### config.mk
export PLATFORM = sky130hd
export DESIGN_NAME = mem_access_stage
export DESIGN_NICKNAME = d
export VERILOG_FILES = /design/src/rtl/mem_access_stage_pkg.sv /design/src/rtl/mem_lane_align.sv /design/src/rtl/mem_access_stage.sv
export SDC_FILE = /design/constraint.sdc
export NUM_CORES = 1
export LEC_CHECK = 0
export CORE_UTILIZATION = 42
export CTS_BUF_LIST = sky130_fd_sc_hd__clkbuf_8
export DETAILED_ROUTE_END_ITERATION = 8
export PLACE_DENSITY = 0.78
export SYNTH_ARGS = -nofsm -noshare
export SYNTH_HDL_FRONTEND = slang
export SYNTH_HIERARCHICAL = 1
export SYNTH_SLANG_ARGS = --single-unit
### constraint.sdc
create_clock -name clk -period 4 [get_ports clk]
set_input_delay 0.8 -clock clk [delete_from_list [all_inputs] [get_ports clk]]
set_output_delay 0.8 -clock clk [all_outputs]
set_load 0.02 [all_outputs]
### src/rtl/mem_access_stage_pkg.sv
// Shared mips32 MEM-stage definitions: access size codes, FSM states and bus timeout.
// Imported by the MEM stage and its lane-alignment helper.
package mem_access_stage_pkg;

  localparam logic [1:0] SZ_BYTE = 2'b00;
  localparam logic [1:0] SZ_HALF = 2'b01;
  localparam logic [1:0] SZ_WORD = 2'b10;

  localparam int TIMEOUT_DEFAULT = 255;

  typedef enum logic [1:0] {
    S_IDLE   = 2'd0,
    S_ACCESS = 2'd1,
    S_DONE   = 2'd2
  } MemState;

  // Size code 2'b11 behaves as a word everywhere, so it shares the word rule
  function automatic logic isMisaligned(input logic [1:0] size, input logic [1:0] addrLo);
    logic bad;
    bad = 1'b0;
    case (size)
      SZ_BYTE: bad = 1'b0;
      SZ_HALF: bad = addrLo[0];
      SZ_WORD: bad = |addrLo;
      default: bad = |addrLo;
    endcase
    return bad;
  endfunction

endpackage

### src/rtl/mem_lane_align.sv
// Combinational byte-lane helper for the MEM stage: store lane replication,
// byte-enable generation and load extract with sign/zero extension.
module mem_lane_align
  import mem_access_stage_pkg::*;
(
  input  logic [1:0]  storeSize,
  input  logic [1:0]  storeAddrLo,
  input  logic [31:0] storeData,
  output logic [3:0]  byteEn,
  output logic [31:0] laneData,
  input  logic [1:0]  loadSize,
  input  logic [1:0]  loadAddrLo,
  input  logic        loadUnsigned,
  input  logic [31:0] rawData,
  output logic [31:0] loadData
);

  logic [31:0] shifted;

  always_comb begin
    byteEn   = 4'b1111;
    laneData = storeData;
    case (storeSize)
      SZ_BYTE: begin
        byteEn   = 4'b0001 << storeAddrLo;
        laneData = {4{storeData[7:0]}};
      end
      SZ_HALF: begin
        byteEn   = storeAddrLo[1] ? 4'b1100 : 4'b0011;
        laneData = {2{storeData[15:0]}};
      end
      default: begin
        byteEn   = 4'b1111;
        laneData = storeData;
      end
    endcase
  end

  // Little-endian: the addressed lane is moved down to bits [7:0]/[15:0] before extension
  always_comb begin
    shifted  = rawData >> {loadAddrLo, 3'b000};
    loadData = rawData;
    case (loadSize)
      SZ_BYTE: begin
        loadData = {{24{shifted[7] & ~loadUnsigned}}, shifted[7:0]};
      end
      SZ_HALF: begin
        loadData = {{16{shifted[15] & ~loadUnsigned}}, shifted[15:0]};
      end
      default: begin
        loadData = rawData;
      end
    endcase
  end

endmodule

### src/rtl/mem_access_stage.sv
// mips32 MEM stage: turns EX/MEM load/store control into a req/ack bus transaction,
// freezes the pipeline while the bus is busy and returns the extended load word.
module mem_access_stage
  import mem_access_stage_pkg::*;
#(
  parameter int TIMEOUT = TIMEOUT_DEFAULT
) (
  input  logic        clk,
  input  logic        rst,
  input  logic        memReadIn,
  input  logic        memWriteIn,
  input  logic [1:0]  sizeIn,
  input  logic        unsignedIn,
  input  logic [31:0] addrIn,
  input  logic [31:0] storeDataIn,
  output logic        stallOut,
  output logic [31:0] loadDataOut,
  output logic        misalignOut,
  output logic        errOut,
  output logic        busReq,
  output logic        busWe,
  output logic [31:0] busAddr,
  output logic [3:0]  busBe,
  output logic [31:0] busWData,
  input  logic        busAck,
  input  logic [31:0] busRData
);

  MemState     state;
  MemState     nextState;
  logic [7:0]  waitCnt;
  logic [31:0] capData;
  logic        errFlag;
  logic        regRead;
  logic [1:0]  regSize;
  logic [1:0]  regAddrLo;
  logic        regUnsigned;

  logic        access;
  logic        misaligned;
  logic        startAccess;
  logic        timeoutHit;
  logic [3:0]  alignedBe;
  logic [31:0] alignedWData;
  logic [31:0] extendedLoad;

  mem_lane_align uLaneAlign (
    .storeSize    (sizeIn),
    .storeAddrLo  (addrIn[1:0]),
    .storeData    (storeDataIn),
    .byteEn       (alignedBe),
    .laneData     (alignedWData),
    .loadSize     (regSize),
    .loadAddrLo   (regAddrLo),
    .loadUnsigned (regUnsigned),
    .rawData      (capData),
    .loadData     (extendedLoad)
  );

  always_comb begin
    access      = memReadIn | memWriteIn;
    misaligned  = isMisaligned(sizeIn, addrIn[1:0]);
    startAccess = (state == S_IDLE) && access && !misaligned;
    timeoutHit  = (waitCnt == 8'(TIMEOUT - 1)) && !busAck;
    misalignOut = (state == S_IDLE) && access && misaligned;
  end

  always_ff @(posedge clk or posedge rst) begin
    if (rst) begin
      state <= S_IDLE;
    end else begin
      state <= nextState;
    end
  end

  always_comb begin
    nextState   = state;
    stallOut    = 1'b0;
    loadDataOut = 32'd0;
    errOut      = 1'b0;
    case (state)
      S_IDLE: begin
        if (startAccess) begin
          stallOut  = 1'b1;
          nextState = S_ACCESS;
        end
      end
      S_ACCESS: begin
        stallOut = 1'b1;
        if (busAck || timeoutHit) begin
          nextState = S_DONE;
        end
      end
      S_DONE: begin
        loadDataOut = regRead ? extendedLoad : 32'd0;
        errOut      = errFlag;
        nextState   = S_IDLE;
      end
      default: begin
        nextState = S_IDLE;
      end
    endcase
  end

  // Bus outputs and load context are captured at accept so they stay stable
  // while the pipeline inputs are frozen and the bus is waiting for ack
  always_ff @(posedge clk or posedge rst) begin
    if (rst) begin
      busReq      <= 1'b0;
      busWe       <= 1'b0;
      busAddr     <= 32'd0;
      busBe       <= 4'd0;
      busWData    <= 32'd0;
      waitCnt     <= 8'd0;
      capData     <= 32'd0;
      errFlag     <= 1'b0;
      regRead     <= 1'b0;
      regSize     <= SZ_BYTE;
      regAddrLo   <= 2'b00;
      regUnsigned <= 1'b0;
    end else begin
      case (state)
        S_IDLE: begin
          if (startAccess) begin
            busReq      <= 1'b1;
            busWe       <= ~memReadIn;
            busAddr     <= {addrIn[31:2], 2'b00};
            busBe       <= alignedBe;
            busWData    <= alignedWData;
            waitCnt     <= 8'd0;
            errFlag     <= 1'b0;
            regRead     <= memReadIn;
            regSize     <= sizeIn;
            regAddrLo   <= addrIn[1:0];
            regUnsigned <= unsignedIn;
          end
        end
        S_ACCESS: begin
          if (busAck) begin
            busReq  <= 1'b0;
            capData <= busRData;
          end else if (timeoutHit) begin
            busReq  <= 1'b0;
            capData <= 32'd0;
            errFlag <= 1'b1;
          end else begin
            waitCnt <= waitCnt + 8'd1;
          end
        end
        S_DONE: begin
          errFlag <= 1'b0;
        end
        default: begin
          busReq <= 1'b0;
        end
      endcase
    end
  end

endmodule

==> impl_metrics.toml, run 1 <==
[critical_path]
crit_type = "flip-flop to primary output"
cp-end-kind = "primary output"
critical-path-top-delay-family = "buffers and inverters"
max_stage_delay_ns = 0.61
crit_chain = "buf_4 -> mux2_2 -> a221oi_4 -> o21ai_0 -> and2_1 -> clkdlybuf4s50_1"
path_max_fanout = 18
cpMaxStageDelayCell = "a221oi_4"
cp.arrival_ns = 2.97
r2r_cells = 6
cp.depth = 6
cp_num_buf_inv = 2
crit_required_ns = 3.20
worstSetupStartpointType = "flip-flop"

[timing]
finClkSkew_ns = 0.01281
hold_ws_ns = 0.4931
period_share_pct = 94.18
slew_headroom_pct = 30.01
worst_pin_slew_ns = 1.050
tns_ns = 0
final-setup-viol-count = 0
worst_slack_ns = 0.2327
rsz0062_at_grt = "false"
hold_viol_final = 0
maxSlewViolCount = 0
fmax_mhz = 265.4
finalCriticalPeriod_ns = 3.767

[routing]
routed_wirelength_um = 15990
drt_iter0_markers = 360
avgRoutedWirePerCell_um = 17.90
via_per_inst = 5.252
vias = 4690
drc_errors = 0
firstDrtPassIters = 6
ant_nets = 0

[synthesis]
synthArstFlopShare_pct = 100.0
synth-seq-cells = 117
synth_top_area_share_pct = 49.04
avgSynthCellArea_um2 = 11.68
netlist_instances = 511
synth_ff_type = "dfrtp_1"
synth_area_leaders = "dfrtp_1, mux2_2, a22o_1"
ys_warn_count = 6
synth_edf_count = 0
yosys.area.top_type = "dfrtp_1"
synth.distinct_cells = 46
synth_area_um2 = 5971
seq_area_frac_synth_pct = 49.04

[job]
drv_cap = 0

[final_layout]
regArea_um2 = 2929
drive_above_1_share_pct = 18.37
fin_util_pct = 61.13
fillCellCount = 1108
nets = 806
stdcell_count = 893
multiInputGateArea_um2 = 2756
area_growth_pct = 42.12
diodes = 0

[grt]
grt_use_total_pct = 22.26
grt_max_degree = 79
overflow = 0
antenna_found_initial = 0
grt_pass1_wl_um = 24870
grt_pass1_vias = 4824

[min_path]
hold_path_depth = 2
min_path_type = "flip-flop to flip-flop"

[clock_tree]
root_buffer = "clkbuf_8"
cts_buffer_depth = 2
clk_latency_ns = 0.43
clkTransAtPathRegs_ns = 0.07
cts_sinks = 117
htreeDepth = 4
cts_made_buffers = 17
hold_buffers = 0
tritoncts = "built"
cts_setup_buffers = 0

[place]
pre_cts_ws_ns = 0.6160
io_buffers = 206
hpwl_um = 11600
dp.cells = 861
place.gp.congestion = 0.9089

[pwr]
power.leakage_nw = 3.612
vdd_drop_max_v = 0.0004234
power_density_nw_per_um2 = 678.1

[floorplan]
fp.dieArea_um2 = 14700
num_rows = 43
ioPinCount = 209
start_util_pct = 43.01
die_y_um = 121.2
die_w_um = 121.2
core_um2 = 13880

[status]
status = "completed"
## Yosys cell counts (all sizes together), types with 4 or more instances
master and instances:
nor3 4, o211a 7, nand2 45, mux2 89, nand3 7, mux2i 15
dfrtp 117, nor2 5, a22o 38, o2bb2ai 7, buf 27, o21ai 34
nand3b 8, and2 34, o31ai 9, inv 10, clkbuf 18
## logic make-up after synthesis
| group | after synthesis | synth area share [%] |
|---|---|---|
| adder cells (fa/ha/maj) | 2 | 0.4190 |
| buffers and inverters | 56 | 5.113 |
| AND/OR/NAND/NOR | 114 | 10.10 |
| flip-flops | 117 | 49.04 |
| multiplexers | 105 | 20.31 |
| other | 1 | 0.06281 |
| AO/OA/AOI/OAI | 116 | 14.96 |
## cell type report
cell class / count / share of cell area [%]
flip-flops and latches: 117 / 34.52
repair buffers: 214 / 25.15
multi-input cells: 339 / 32.48
inverters: 11 / 0.5456
clock inverters: 14 / 1.725
clock buffers: 18 / 2.919
well taps: 180 / 2.654
## sequential cells by signal, summed over array words and instances (netlist names)
| name | count |
|---|---|
| busWData | 32 |
| capData | 32 |
| busAddr | 30 |
| waitCnt | 8 |
| busBe | 4 |
| regAddrLo | 2 |
| regSize | 2 |
| state | 2 |
| busReq | 1 |
| busWe | 1 |
| errFlag | 1 |
| regRead | 1 |
| regUnsigned | 1 |
## layer usage
metal / part of all wire, % / global-route usage (%) / routed length [um]
met1: 41 / 26.09 / 6481
met2: 48 / 36.89 / 7731
met3: 9.6 / 8.459 / 1542
met4: 1.4 / 8.256 / 230
met5: 0 / 0 / 0
## report_power, final
part	leakage (nW)	total (mW)	internal [mW]	switching [mW]
Sequential	1.41	2.11	1.68	0.426
Combinational	1.99	2.58	1.35	1.23
Clock	0.211	1.07	0.617	0.455
Total	3.61	5.75	3.65	2.11
## worst reg2reg max path, delay by kind of cell (launching register included)
kind / cells / cell delay, ns
AO/OA/AOI/OAI: 2 / 0.28
buffers and inverters: 2 / 0.88
flip-flops: 1 / 0.48
AND/OR/NAND/NOR: 2 / 0.60
## timing repair
action	CTS	global route
setup endpoints to repair	0	3
hold endpoints to repair	0	0
resized for setup	0	1
## layout by cell type (no fill, tap or decap), drive strengths merged, types with 9 or more instances in the layout
cell / synthesis / routed
clkdlybuf4s50: 0 / 206
dfrtp: 117 / 117
mux2: 89 / 89
nand2: 45 / 45
a22o: 38 / 38
and2: 34 / 34
o21ai: 34 / 34
clkbuf: 18 / 18
mux2i: 15 / 15
inv: 10 / 15
o31ai: 9 / 9
## metrics by stage
| step | instance area, um2 | total power, mW |
|---|---|---|
| global placement | 8090 | 4.625 |
| CTS | 8484 | 5.783 |
| floorplan | 5974 | 3.616 |
| global route | 8486 | 6.074 |
| detailed placement | 8090 | 4.684 |
| finish | 8486 | 5.754 |
## final timing paths
path / from / end / slack [ns]
max: regAddrLo[1] / loadDataOut[22] / 0.23
max in group asynchronous: rst / regAddrLo[0] / 2.32
min reg2reg: busWe / busWe / 0.49
max reg2reg: state[0] / waitCnt[3] / 1.68
min in group asynchronous: rst / busAddr[30] / 0.86
min: busWe / busWe / 0.49
No activity file was read; power rests on OpenSTA's default activity.
==> inputs of run 2 (changes only) <==
- CORE_ASPECT_RATIO: default -> 0.75
==> impl_metrics.toml, run 2 (same netlist as run 1, synthesis figures left out) <==
[clock_tree]
root_buffer = "clkbuf_8"
clk_latency_ns = 0.41
cts_buffer_depth = 2
cts_sinks = 117
cts_made_buffers = 17
hold_buffers = 0
clkTransAtPathRegs_ns = 0.07
cts.repair.resized = 0
cts_setup_buffers = 0
htreeDepth = 4
tritoncts = "built"

[timing]
hold_ws_ns = 0.4969
hold_viol_final = 0
finClkSkew_ns = 0.01252
worst_pin_slew_ns = 1.048
rsz0062_at_grt = "false"
fmax_mhz = 261.4
slew_headroom_pct = 30.15
final-setup-viol-count = 0
tns_ns = 0
finalCriticalPeriod_ns = 3.825
period_share_pct = 95.62
maxSlewViolCount = 0

[final_layout]
final_common_cell = "clkdlybuf4s50_1"
most-common-layout-cells = "clkdlybuf4s50_1, dfrtp_1, mux2_2, nand2_1, a22o_1"
drive_above_1_share_pct = 19.05
reg_top3 = "busWData x32, capData x32, busAddr x30"
diodes = 0
nets = 807
area_growth_pct = 42.79

[routing]
drt_iter0_markers = 203
via_per_inst = 5.359
ant_nets = 0
drc_errors = 0
avgRoutedWirePerCell_um = 17.73
routed_wirelength_um = 15760
vias = 4764
firstDrtPassIters = 4

[grt]
grt_use_total_pct = 21.87
antenna_found_initial = 0
grt_pass1_vias = 4872
grt_max_degree = 79
grt_pass1_wl_um = 25320
overflow = 0

[critical_path]
path_max_fanout = 18
cp-end-kind = "primary output"
worstSetupStartpointType = "flip-flop"
cp.arrival_ns = 3.02
crit_required_ns = 3.20
crit_type = "flip-flop to primary output"

[place]
place.gp.congestion = 0.8472
hpwl_um = 11140
io_buffers = 206

[pwr]
power_density_nw_per_um2 = 690.2
power.leakage_nw = 3.625
vdd_drop_max_v = 0.0003163

[floorplan]
core_um2 = 13800
start_util_pct = 43.28
ioPinCount = 209
fp.dieArea_um2 = 14700
die_w_um = 139.7
die_y_um = 105.3
num_rows = 37

[status]
status = "completed"

[job]
drv_cap = 0

[min_path]
min_path_type = "flip-flop to flip-flop"
[run 2: cell types whose count changed in the layout (fill, tap and decap cells not counted)]
| cell | previous run | this run |
|---|---|---|
| inv_1 | 13 | 9 |
| clkinv_4 | 0 | 3 |
| buf_4 | 7 | 8 |
| bufinv_16 | 3 | 4 |
| clkinv_2 | 3 | 4 |
| clkinvlp_4 | 3 | 2 |
[run 2: worst max-delay path, stage by stage (launching register included)]
cell and delay (ns):
dfrtp_1 0.38, buf_4 0.26, mux2_2 0.41, a221oi_4 0.67, o21ai_0 0.19, and2_1 0.18
clkdlybuf4s50_1 0.53
[run 2: final timing paths]
check                             start         endpoint  cells past startpoint  slack (ns)
min reg2reg                busWData[22]     busWData[22]                      1        0.50
min in group asynchronous           rst      busAddr[12]                      2        0.81
max in group asynchronous           rst      busAddr[28]                      3        2.41
max                        regAddrLo[1]  loadDataOut[18]                      6        0.18
min                        busWData[22]     busWData[22]                      1        0.50
max reg2reg                    state[0]       waitCnt[3]                      6        1.67
[run 2: metrics by stage]
step	setup WS [ns]	util (%)	instances	power, mW	instance area [um2]
final	0.1752	61.80	889	5.884	8526
after global routing	0.03948	61.80	889	6.198	8526
after CTS	0.03790	61.79	889	5.908	8524
after detailed placement	0.4977	58.65	857	4.698	8092
after global placement	0.6120	58.65	857	4.612	8092
after floorplan	0.09923	-	512	3.616	5974
[run 2: final cells by class]
type	count	area (um2)
Timing Repair Buffer	215	2142
Sequential cell	117	2929
Multi-Input combinational cell	339	2756
Fill cell	1096	5270
Tap cell	175	219.0
Clock inverter	14	185.2
Clock buffer	18	247.7
Inverter	11	46.29
[run 2: routing by layer]
metal  GRT usage (%)  part of all wire [%]
met5               0                     0
met4           7.378                   1.7
met3           6.588                   7.9
met2           34.42                    47
met1           28.81                    44
[run 2: report_power, final]
part	internal (mW)	switching, mW
clock network	0.692	0.492
logic	1.35	1.26
registers	1.68	0.404
==> inputs of run 3 (changes only) <==
- CORE_ASPECT_RATIO: 0.75 -> default
- CORE_MARGIN: default -> 3
==> impl_metrics.toml, run 3 (same netlist as run 1, synthesis figures left out) <==
[clock_tree]
htreeDepth = 4
clkTransAtPathRegs_ns = 0.07
tritoncts = "built"
clk_latency_ns = 0.42
cts_buffer_depth = 2
root_buffer = "clkbuf_8"
hold_buffers = 0
cts_sinks = 117
cts_setup_buffers = 0
cts_made_buffers = 17
cts.repair.resized = 0

[timing]
worst_slack_ns = 0.2246
rsz0062_at_grt = "false"
worst_pin_slew_ns = 1.047
period_share_pct = 94.39
finClkSkew_ns = 0.01099
maxSlewViolCount = 0
final-setup-viol-count = 0
hold_viol_final = 0
slew_headroom_pct = 30.19
finalCriticalPeriod_ns = 3.775
fmax_mhz = 264.9
hold_ws_ns = 0.4873
tns_ns = 0

[critical_path]
max_stage_delay_ns = 0.65
cp-end-kind = "primary output"
critical-path-top-delay-family = "compound AO/OA/AOI/OAI gates"
r2r_cells = 6
cpMaxStageDelayCell = "a221oi_4"
cp.arrival_ns = 2.98
crit_required_ns = 3.20
crit_chain = "buf_4 -> mux2_2 -> a221oi_4 -> o21ai_0 -> and2_1 -> clkdlybuf4s50_1"
cp.depth = 6
cp_num_buf_inv = 2
path_max_fanout = 18
crit_type = "flip-flop to primary output"
worstSetupStartpointType = "flip-flop"

[routing]
drc_errors = 0
routed_wirelength_um = 16730
firstDrtPassIters = 5
vias = 4811
avgRoutedWirePerCell_um = 18.77
via_per_inst = 5.400
ant_nets = 0
drt_iter0_markers = 457

[final_layout]
diodes = 0
final_common_cell = "clkdlybuf4s50_1"
drive_above_1_share_pct = 18.88
fin_util_pct = 62.60
fillCellCount = 1075
nets = 808
area_growth_pct = 42.14
most-common-layout-cells = "clkdlybuf4s50_1, dfrtp_1, mux2_2, nand2_1, a22o_1"
stdcell_count = 891
reg_top3 = "busWData x32, capData x32, busAddr x30"
final_area_um2 = 8487

[grt]
grt_max_degree = 79
grt_use_total_pct = 21.83
antenna_found_initial = 0
grt_pass1_wl_um = 27460
grt_pass1_vias = 5104
overflow = 0

[floorplan]
die_y_um = 125.2
num_rows = 42
core_um2 = 13560
start_util_pct = 44.04
die_w_um = 125.2
fp.dieArea_um2 = 15680
ioPinCount = 209

[min_path]
min_path_type = "flip-flop to flip-flop"
hold_path_depth = 1

[place]
hpwl_um = 12110
place.gp.congestion = 0.8714
dp.cells = 859
pre_cts_ws_ns = 0.7114
post_dp_cell_area_um2 = 8100
io_buffers = 206

[pwr]
power_mw = 5.787
power.leakage_nw = 3.626
vdd_drop_max_v = 0.0004151
power_density_nw_per_um2 = 681.9

[job]
drv_cap = 0

[status]
status = "completed"
## run 3: changes by cell type in the layout (fill, tap and decap cells not counted)
cell / before / now
dfrtp_1: 116 / 117
inv_1: 9 / 10
clkinvlp_4: 2 / 0
bufinv_16: 4 / 2
clkinv_4: 3 / 1
dfrtp_2: 1 / 0
clkbuf_8: 18 / 20
clkinv_2: 4 / 7
buf_4: 8 / 9
## run 3: metal layers
layer	wire (um)	share of wire, %	track usage (%)	vias up
met3	1819	11	9.808	28
li1	-	-	-	2215
met2	7768	46	34.48	222
met5	0	0	0	-
met1	6789	41	26.51	2346
met4	347	2.1	7.972	0
## run 3: worst register-to-register path: stages, from the launching register on
cell and delay (ns):
dfrtp_1 0.48, nor2_1 0.13, o2111ai_4 0.13, buf_4 0.81
and2_1 0.46, inv_4 0.06, a2bb2oi_1 0.12
## run 3: path summary, 6_finish.rpt
check | slack, ns | end | start
worst min register to register | 0.49 | busAddr[3] | busAddr[3]
worst max-delay path | 0.22 | loadDataOut[23] | regAddrLo[1]
min in group asynchronous | 0.79 | busAddr[20] | rst
worst max register to register | 1.74 | waitCnt[3] | state[0]
worst min-delay path | 0.49 | busAddr[3] | busAddr[3]
max in group asynchronous | 2.45 | capData[6] | rst
## run 3: power by group
part | switching (mW) | internal [mW] | leakage, nW | total, mW
registers | 0.414 | 1.68 | 1.41 | 2.09
clock network | 0.468 | 0.592 | 0.214 | 1.06
logic | 1.28 | 1.36 | 2.00 | 2.63
## run 3: area by class of cell
cell class              instances  area (um2)  area share, %
flip-flops and latches        117        2928          34.50
repair buffers                216        2150          25.33
clock inverters                12       111.4          1.312
inverters                      11       46.29         0.5455
multi-input cells             339        2756          32.48
clock buffers                  20       275.3          3.243
well taps                     176       220.2          2.595
